==> src/rtl/instr_decode_pipe_pkg.sv <==
// Shared encodings for the ID stage: opcodes, immediate formats, result source
// and ALU operation codes.
package instr_decode_pipe_pkg;

  localparam logic [6:0] OPC_LOAD   = 7'b0000011;
  localparam logic [6:0] OPC_OPIMM  = 7'b0010011;
  localparam logic [6:0] OPC_AUIPC  = 7'b0010111;
  localparam logic [6:0] OPC_STORE  = 7'b0100011;
  localparam logic [6:0] OPC_OP     = 7'b0110011;
  localparam logic [6:0] OPC_LUI    = 7'b0110111;
  localparam logic [6:0] OPC_BRANCH = 7'b1100011;
  localparam logic [6:0] OPC_JALR   = 7'b1100111;
  localparam logic [6:0] OPC_JAL    = 7'b1101111;

  typedef enum logic [2:0] {IMM_I, IMM_S, IMM_B, IMM_U, IMM_J} imm_sel_e;
  typedef enum logic {RES_ALU = 1'b0, RES_MEM = 1'b1} res_src_e;

  // ALU ops are {class[1:0], funct7[5], funct3}; class 00 = arith, 01 = compare
  localparam logic [5:0] ALU_ADD     = 6'h00;
  localparam logic [1:0] ALU_CLS_AR  = 2'b00;
  localparam logic [1:0] ALU_CLS_BR  = 2'b01;
  localparam logic [5:0] ALU_PASS_B  = 6'h20;

endpackage

==> src/rtl/decode_control_unit.sv <==
// Control decode: write enable, result source, branch flag, ALU op, operand-B
// select and immediate format from the opcode/funct fields.
module decode_control_unit
  import instr_decode_pipe_pkg::*;
#(
  parameter int ALU_OP_W = 6
) (
  input  logic [6:0]          opcode,
  input  logic [2:0]          funct3,
  input  logic                funct7b5,
  output logic                reg_we,
  output logic                res_src,
  output logic                branch,
  output logic [ALU_OP_W-1:0] alu_op,
  output logic                alu_input_conf,
  output imm_sel_e            imm_sel
);
  logic [5:0] op6;
  assign alu_op = ALU_OP_W'(op6);

  always_comb begin
    reg_we         = 1'b0;
    res_src        = RES_ALU;
    branch         = 1'b0;
    op6            = ALU_ADD;
    alu_input_conf = 1'b0;
    imm_sel        = IMM_I;
    unique case (opcode)
      OPC_LOAD:   begin reg_we = 1'b1; res_src = RES_MEM; alu_input_conf = 1'b1; end
      // funct7[5] only selects SRA among the immediate shifts
      OPC_OPIMM:  begin reg_we = 1'b1; alu_input_conf = 1'b1;
                        op6 = {ALU_CLS_AR, (funct3 == 3'b101) & funct7b5, funct3}; end
      OPC_OP:     begin reg_we = 1'b1; op6 = {ALU_CLS_AR, funct7b5, funct3}; end
      OPC_LUI:    begin reg_we = 1'b1; alu_input_conf = 1'b1; imm_sel = IMM_U; op6 = ALU_PASS_B; end
      OPC_AUIPC:  begin reg_we = 1'b1; alu_input_conf = 1'b1; imm_sel = IMM_U; end
      OPC_STORE:  begin alu_input_conf = 1'b1; imm_sel = IMM_S; end
      OPC_BRANCH: begin branch = 1'b1; imm_sel = IMM_B; op6 = {ALU_CLS_BR, 1'b0, funct3}; end
      OPC_JAL:    begin reg_we = 1'b1; imm_sel = IMM_J; end
      OPC_JALR:   begin reg_we = 1'b1; alu_input_conf = 1'b1; end
      default: ;
    endcase
  end
endmodule

==> src/rtl/extender.sv <==
// Immediate extraction and sign extension to XLEN for all RV32 formats.
module extender
  import instr_decode_pipe_pkg::*;
#(
  parameter int XLEN = 32
) (
  input  logic [31:7]     instr,
  input  imm_sel_e        imm_sel,
  output logic [XLEN-1:0] imm
);
  logic [31:0] imm32;

  always_comb begin
    imm32 = '0;
    unique case (imm_sel)
      IMM_I: imm32 = {{20{instr[31]}}, instr[31:20]};
      IMM_S: imm32 = {{20{instr[31]}}, instr[31:25], instr[11:7]};
      IMM_B: imm32 = {{19{instr[31]}}, instr[31], instr[7], instr[30:25], instr[11:8], 1'b0};
      IMM_U: imm32 = {instr[31:12], 12'b0};
      IMM_J: imm32 = {{11{instr[31]}}, instr[31], instr[19:12], instr[20], instr[30:21], 1'b0};
      default: imm32 = '0;
    endcase
  end

  assign imm = XLEN'($signed(imm32));
endmodule

==> src/rtl/id_hazard_unit.sv <==
// Load-use detection against the instruction held in ID/EX, plus fetch handshake.
module id_hazard_unit #(
  parameter int REG_ADDR_W = 5
) (
  input  logic                  if_valid,
  input  logic                  ex_valid,
  input  logic                  ex_res_src,
  input  logic                  ex_rd_we,
  input  logic [REG_ADDR_W-1:0] ex_rd_addr,
  input  logic [REG_ADDR_W-1:0] rs1,
  input  logic [REG_ADDR_W-1:0] rs2,
  input  logic                  ex_stall,
  input  logic                  flush,
  output logic                  hz,
  output logic                  id_ready
);
  // Conservative: rs2 is compared even for formats that do not read it
  assign hz = if_valid & ex_valid & ex_res_src & ex_rd_we & (ex_rd_addr != '0) &
              ((ex_rd_addr == rs1) | (ex_rd_addr == rs2));

  // A flush consumes the wrong-path instruction even while EX is stalled
  assign id_ready = flush | (~ex_stall & ~hz);
endmodule

==> src/rtl/regfile.sv <==
// 2R1W register file, x0 reads zero; contents are deliberately not reset.
module regfile #(
  parameter int XLEN       = 32,
  parameter int REG_ADDR_W = 5
) (
  input  logic                  clk,
  input  logic                  we,
  input  logic [REG_ADDR_W-1:0] waddr,
  input  logic [XLEN-1:0]       wdata,
  input  logic [REG_ADDR_W-1:0] raddr1,
  input  logic [REG_ADDR_W-1:0] raddr2,
  output logic [XLEN-1:0]       rdata1,
  output logic [XLEN-1:0]       rdata2
);
  logic [XLEN-1:0] mem [2**REG_ADDR_W];

  always_ff @(posedge clk)
    if (we && waddr != '0) mem[waddr] <= wdata;

  assign rdata1 = (raddr1 == '0) ? '0 : mem[raddr1];
  assign rdata2 = (raddr2 == '0) ? '0 : mem[raddr2];
endmodule

==> src/rtl/instr_decode_pipe.sv <==
// ID stage with ID/EX register: decode, operand read with writeback bypass,
// immediate extension, load-use bubble insertion, stall hold and flush.
module instr_decode_pipe
  import instr_decode_pipe_pkg::*;
#(
  parameter int XLEN       = 32,
  parameter int REG_ADDR_W = 5,
  parameter int ALU_OP_W   = 6
) (
  input  logic                  clk,
  input  logic                  rst,
  input  logic                  if_valid,
  input  logic [31:0]           instr,
  input  logic [XLEN-1:0]       pc_in,
  input  logic [XLEN-1:0]       next_pc_in,
  input  logic                  wb_write_enable,
  input  logic [REG_ADDR_W-1:0] wb_write_addr,
  input  logic [XLEN-1:0]       wb_write_data,
  input  logic                  ex_stall,
  input  logic                  flush,
  output logic                  id_ready,
  output logic                  valid_out,
  output logic [XLEN-1:0]       pc_out,
  output logic [XLEN-1:0]       next_pc_out,
  output logic                  rd_write_enable,
  output logic [REG_ADDR_W-1:0] rd_write_addr,
  output logic                  res_src,
  output logic                  branch,
  output logic [ALU_OP_W-1:0]   alu_op,
  output logic                  alu_input_conf,
  output logic [XLEN-1:0]       imm,
  output logic [XLEN-1:0]       rs1_data,
  output logic [XLEN-1:0]       rs2_data,
  output logic [REG_ADDR_W-1:0] rs1_addr,
  output logic [REG_ADDR_W-1:0] rs2_addr
);
  typedef struct packed {
    logic                  valid;
    logic [XLEN-1:0]       pc, npc;
    logic                  rd_we;
    logic [REG_ADDR_W-1:0] rd;
    logic                  res_src;
    logic                  branch;
    logic [ALU_OP_W-1:0]   alu_op;
    logic                  conf;
    logic [XLEN-1:0]       imm, rs1d, rs2d;
    logic [REG_ADDR_W-1:0] rs1a, rs2a;
  } idex_t;

  idex_t idex_q, idex_d;

  imm_sel_e              imm_sel;
  logic                  dec_we, dec_res, dec_br, dec_conf, hz;
  logic [ALU_OP_W-1:0]   dec_aop;
  logic [XLEN-1:0]       dec_imm, rf_rd1, rf_rd2, rs1_byp, rs2_byp;
  logic [REG_ADDR_W-1:0] rs1_a, rs2_a, rd_a;

  assign rd_a  = instr[7  +: REG_ADDR_W];
  assign rs1_a = instr[15 +: REG_ADDR_W];
  assign rs2_a = instr[20 +: REG_ADDR_W];

  decode_control_unit #(.ALU_OP_W(ALU_OP_W)) u_dec (
    .opcode(instr[6:0]), .funct3(instr[14:12]), .funct7b5(instr[30]),
    .reg_we(dec_we), .res_src(dec_res), .branch(dec_br), .alu_op(dec_aop),
    .alu_input_conf(dec_conf), .imm_sel(imm_sel)
  );

  extender #(.XLEN(XLEN)) u_ext (.instr(instr[31:7]), .imm_sel(imm_sel), .imm(dec_imm));

  regfile #(.XLEN(XLEN), .REG_ADDR_W(REG_ADDR_W)) u_rf (
    .clk(clk), .we(wb_write_enable), .waddr(wb_write_addr), .wdata(wb_write_data),
    .raddr1(rs1_a), .raddr2(rs2_a), .rdata1(rf_rd1), .rdata2(rf_rd2)
  );

  id_hazard_unit #(.REG_ADDR_W(REG_ADDR_W)) u_hz (
    .if_valid(if_valid), .ex_valid(idex_q.valid), .ex_res_src(idex_q.res_src),
    .ex_rd_we(idex_q.rd_we), .ex_rd_addr(idex_q.rd), .rs1(rs1_a), .rs2(rs2_a),
    .ex_stall(ex_stall), .flush(flush), .hz(hz), .id_ready(id_ready)
  );

  // The write lands on the same edge as capture, so forward it here
  assign rs1_byp = (wb_write_enable && wb_write_addr != '0 && wb_write_addr == rs1_a) ? wb_write_data : rf_rd1;
  assign rs2_byp = (wb_write_enable && wb_write_addr != '0 && wb_write_addr == rs2_a) ? wb_write_data : rf_rd2;

  always_comb begin
    idex_d = idex_q;
    if (flush || (!ex_stall && (hz || !if_valid))) begin
      idex_d = '0;
    end else if (!ex_stall) begin
      idex_d.valid   = 1'b1;
      idex_d.pc      = pc_in;
      idex_d.npc     = next_pc_in;
      idex_d.rd_we   = dec_we & (rd_a != '0);
      idex_d.rd      = rd_a;
      idex_d.res_src = dec_res;
      idex_d.branch  = dec_br;
      idex_d.alu_op  = dec_aop;
      idex_d.conf    = dec_conf;
      idex_d.imm     = dec_imm;
      idex_d.rs1d    = rs1_byp;
      idex_d.rs2d    = rs2_byp;
      idex_d.rs1a    = rs1_a;
      idex_d.rs2a    = rs2_a;
    end
  end

  always_ff @(posedge clk or posedge rst)
    if (rst) idex_q <= '0;
    else     idex_q <= idex_d;

  assign valid_out       = idex_q.valid;
  assign pc_out          = idex_q.pc;
  assign next_pc_out     = idex_q.npc;
  assign rd_write_enable = idex_q.rd_we;
  assign rd_write_addr   = idex_q.rd;
  assign res_src         = idex_q.res_src;
  assign branch          = idex_q.branch;
  assign alu_op          = idex_q.alu_op;
  assign alu_input_conf  = idex_q.conf;
  assign imm             = idex_q.imm;
  assign rs1_data        = idex_q.rs1d;
  assign rs2_data        = idex_q.rs2d;
  assign rs1_addr        = idex_q.rs1a;
  assign rs2_addr        = idex_q.rs2a;
endmodule

==> config.mk <==
export PLATFORM = sky130hd
export DESIGN_NAME = instr_decode_pipe
export DESIGN_NICKNAME = d
export VERILOG_FILES = /design/src/rtl/instr_decode_pipe_pkg.sv /design/src/rtl/decode_control_unit.sv /design/src/rtl/extender.sv /design/src/rtl/id_hazard_unit.sv /design/src/rtl/regfile.sv /design/src/rtl/instr_decode_pipe.sv
export SDC_FILE = /design/constraint.sdc
export NUM_CORES = 2
export LEC_CHECK = 0
export CAP_MARGIN = 15
export CORE_AREA = 2 2 479 481
export CTS_CLUSTER_SIZE = 8
export DETAILED_ROUTE_END_ITERATION = 16
export DIE_AREA = 0 0 481 483
export PLACE_DENSITY = 0.4
export SETUP_SLACK_MARGIN = 0.2
export SLEW_MARGIN = 30
export SYNTH_ARGS = -nofsm -noshare
export SYNTH_HDL_FRONTEND = slang
export SYNTH_HIERARCHICAL = 1
export SYNTH_SLANG_ARGS = --single-unit
==> constraint.sdc <==
create_clock -name clk -period 9.6 [get_ports clk]
set_input_delay 2.88 -clock clk [delete_from_list [all_inputs] [get_ports clk]]
set_output_delay 2.88 -clock clk [all_outputs]
set_load 0.05 [all_outputs]
==> impl_results.md <==
- Setup tns final: 0 ns
- DR WL/cell: 34.0 um
- Vias: 36,600
- Critical Path Sink Type: output pin
- Share of post-route cells with drive strength above 1: 20.9%
- I/O pin total: 326
- CP Data Required Time: 6.72 ns
- Cells after Synth: around 3,300
- Die extent in x: 481 um
- Synth top area cells: edfxtp_1 (54%), mux4_2 (12%), dfrtp_1 (8.2%)
- Post-route cell area: 68,600 sq um
- GRT Util Overall: 19.5%
- Total gr overflow: 0
- Layout Nets: 3,847
- DRT Pass-1 Iters: 5
- Final setup fails: 0
- Synthesized flop and latch total: 1,210
- LEAKAGE: 23.2 nW
- Global-route wire length before repair: 317,000 um
- Port Buffers: 325
- Core area: about 230,000 sq um
- Clk_skew: 0.0408 ns
- CTS tree: done
- Share of the synthesized area in the top cell type: 54.3%
- Outcome: complete, no violations
- Least-Margin Pin Slew: 1.03 ns
- DR vias/cell: ~5.3
- Die height: 483 um
- Cell row count: 175
- Worst VDD drop: around 120 uV
- Critical Path Start: instr[15]
- Worst setup SP type: input port
- GPL Wtd Cong: 0.776
- CTS clock-pin slew for the worst setup and hold paths: 0.05 ns
- Sequential Area: 35,400 sq um
- Detail Placement HPWL: between 100,000 and 150,000 um
- Max-slew violations: 0
- Filler Cell Count: 22,300
- Cts repair resizes: 0
- Post-synth top area cell: edfxtp_1
- RR Startpoint: rd_write_addr[1]
- Skew-Pair Late Insertion Delay: around 0.84 ns
- Area of the multi-input gates: ~20,000 sq um
- Fmax: 126 MHz
- TritonCTS buffer count: 170
- Slew HR: 31.4%
- Hold buffers post-CTS: 0
- Die footprint: roughly 230,000 sq um
- Root Buffer: clkbuf_16
- Crit Path Max Fanout: 30
- Pwr per Cell Area: 188 nW/um^2
- List of most frequent post-synthesis cells: edfxtp_1 (1,024), mux2i_1 (322), mux4_2 (298)
- Worst min-delay path class: reg -> reg
- Cell Area, Placed: 63,700 sq um
- RSZ-0062 raised after global routing: no
- Total wire length: 233,000 um
- Final Hold Vio Count: 0
- Syn avg cell area: around 17 sq um
- Area grow syn2layout: 21.3%
- Final period util: 82.4%
- Synth async-reset ratio: 15.4%
- Yosys warnings: 6
- # H-tree levels: 4
- Mapped Area: 56,600 sq um
- Post-synth EDFFs: between 1,000 and 1,500
- Max cap viols: 0
- R2R setup slack: approximately 6.4 ns
- Synth Flop Type: edfxtp_1
- DRT iter0 DRCs: 3,368
- Clk buf depth: 3
- Most frequent cell after synthesis: edfxtp_1
- Initial core utilization: 24.9%
- Worst Reg-to-Reg Cells: 7
- Vias in the first global route: around 37,000
- Grt met2 use: 32.1%
- # DRC: 0
- Yosys cell types: 67
- GR peak layer: met2
- Worst reg2reg endpoint: pc_out[23]
- Grt met1 use: 25.6%
- Critical Path Sink: id_ready
- Arr. time, crit path: about 5.0 ns
- Num Clock Sinks: 1,210
- Seq/Total Area, Yosys: 62.6%
- Post-CTS Setup Bufs: 0
- Post-DRT Antenna Nets: 0
- Period minus WS final: just under 8 ns
- Initial antenna violation count: 18
- Routing usage on met3: around 4.0%
- Crit path kind: in -> out
- Pin count of the biggest net entering global routing: 130
==> critical path, cell delays in order <==
cell,delay [ns]
buf_6,0.44
xor2_1,0.20
nor3_1,0.07
a22oi_1,0.30
o31a_2,0.28
clkdlybuf4s50_1,0.82
==> routing by layer <==
layer,share of wire [%],wire [um],vias up
met4,3.4,7810,14
met3,6.7,15600,409
met1,42,98300,19800
li1,-,-,14800
met2,48,111000,1596
met5,0.035,81,-
==> through the flow <==
stage | cells | power [mW] | setup slack (ns) | util (%) | hold slack [ns]
final | 6851 | 12.9 | 1.69 | 30.3 | 0.500
after CTS | 6845 | 13.0 | 1.64 | 30.2 | 0.504
after floorplan | 3377 | 6.69 | 1.66 | - | 0.815
after global placement | 6538 | 7.29 | 1.58 | 28.0 | 0.488
after detailed placement | 6544 | 7.28 | 1.64 | 28.1 | 0.491
after global routing | 6847 | 13.3 | 1.60 | 30.3 | 0.513
==> area by class of cell <==
| class | count | share of cell area, % |
|---|---|---|
| antenna | 5 | 0.0182 |
| clock inverter | 14 | 0.324 |
| tap | 3009 | 5.48 |
| inverter | 10 | 0.0693 |
| clock buffer | 287 | 6.88 |
| multi-input combinational | 1855 | 29.2 |
| timing repair buffer | 461 | 6.46 |
| sequential | 1210 | 51.6 |
==> state kept, by name, indices dropped and copies added, names as in the netlist <==
signal           cells
rs1_data            32
alu_input_conf       1
rs1_addr             5
next_pc_out         32
res_src              1
rs2_addr             5
rd_write_addr        5
pc_out              32
branch               1
rd_write_enable      1
alu_op               6
u_rf/mem          1024
rs2_data            32
imm                 32
valid_out            1
==> power by group <==
part | switching (mW) | internal, mW | leakage [nW] | total, mW
logic | 0.839 | 0.460 | 9.05 | 1.30
clock network | 2.38 | 3.35 | 2.35 | 5.73
registers | 0.0635 | 5.81 | 11.8 | 5.87
==> layout by cell type, fill, tap and decap left out, types with 64 or more instances in the layout <==
cell type and n:
edfxtp_1 1024, mux2i_1 322, clkdlybuf4s50_1 305, mux4_2 298, dfrtp_1 186, nand2_1 174, clkbuf_16 171, buf_4 124
a22o_1 120, clkbuf_1 115, mux2_2 68, a31oi_1 65, a22oi_1 65, a221o_1 64, o221ai_1 64, a211oi_1 64
==> worst min path at each step <==
stage                    from        endpoint  slack [ns]  cells past startpoint
3_5_place_dp   next_pc_out[4]  next_pc_out[4]        0.49                      1
2_1_floorplan       valid_out       valid_out        0.82                      1
4_1_cts             alu_op[4]       alu_op[4]        0.50                      1
6_report       next_pc_out[2]  next_pc_out[2]        0.50                      1
5_1_grt             alu_op[4]       alu_op[4]        0.51                      1
3_3_place_gp       pc_out[18]      pc_out[18]        0.49                      1
==> logic make-up (layout without fill, tap and decap cells) <==
kind of cell               after synthesis  after routing  share of synthesized area [%]
buffers and inverters                  312            772                           2.87
xor gates and xnor gates                20             20                          0.310
other                                    1             37                        0.00663
muxes                                  742            742                           21.4
DFF                                   1210           1210                           62.6
AOI/OAI and AO/OA                      667            667                           9.34
adders and majority gates                1              1                         0.0199
and+or+nand+nor                        393            393                           3.47
Power figures use the tool's default switching activity.
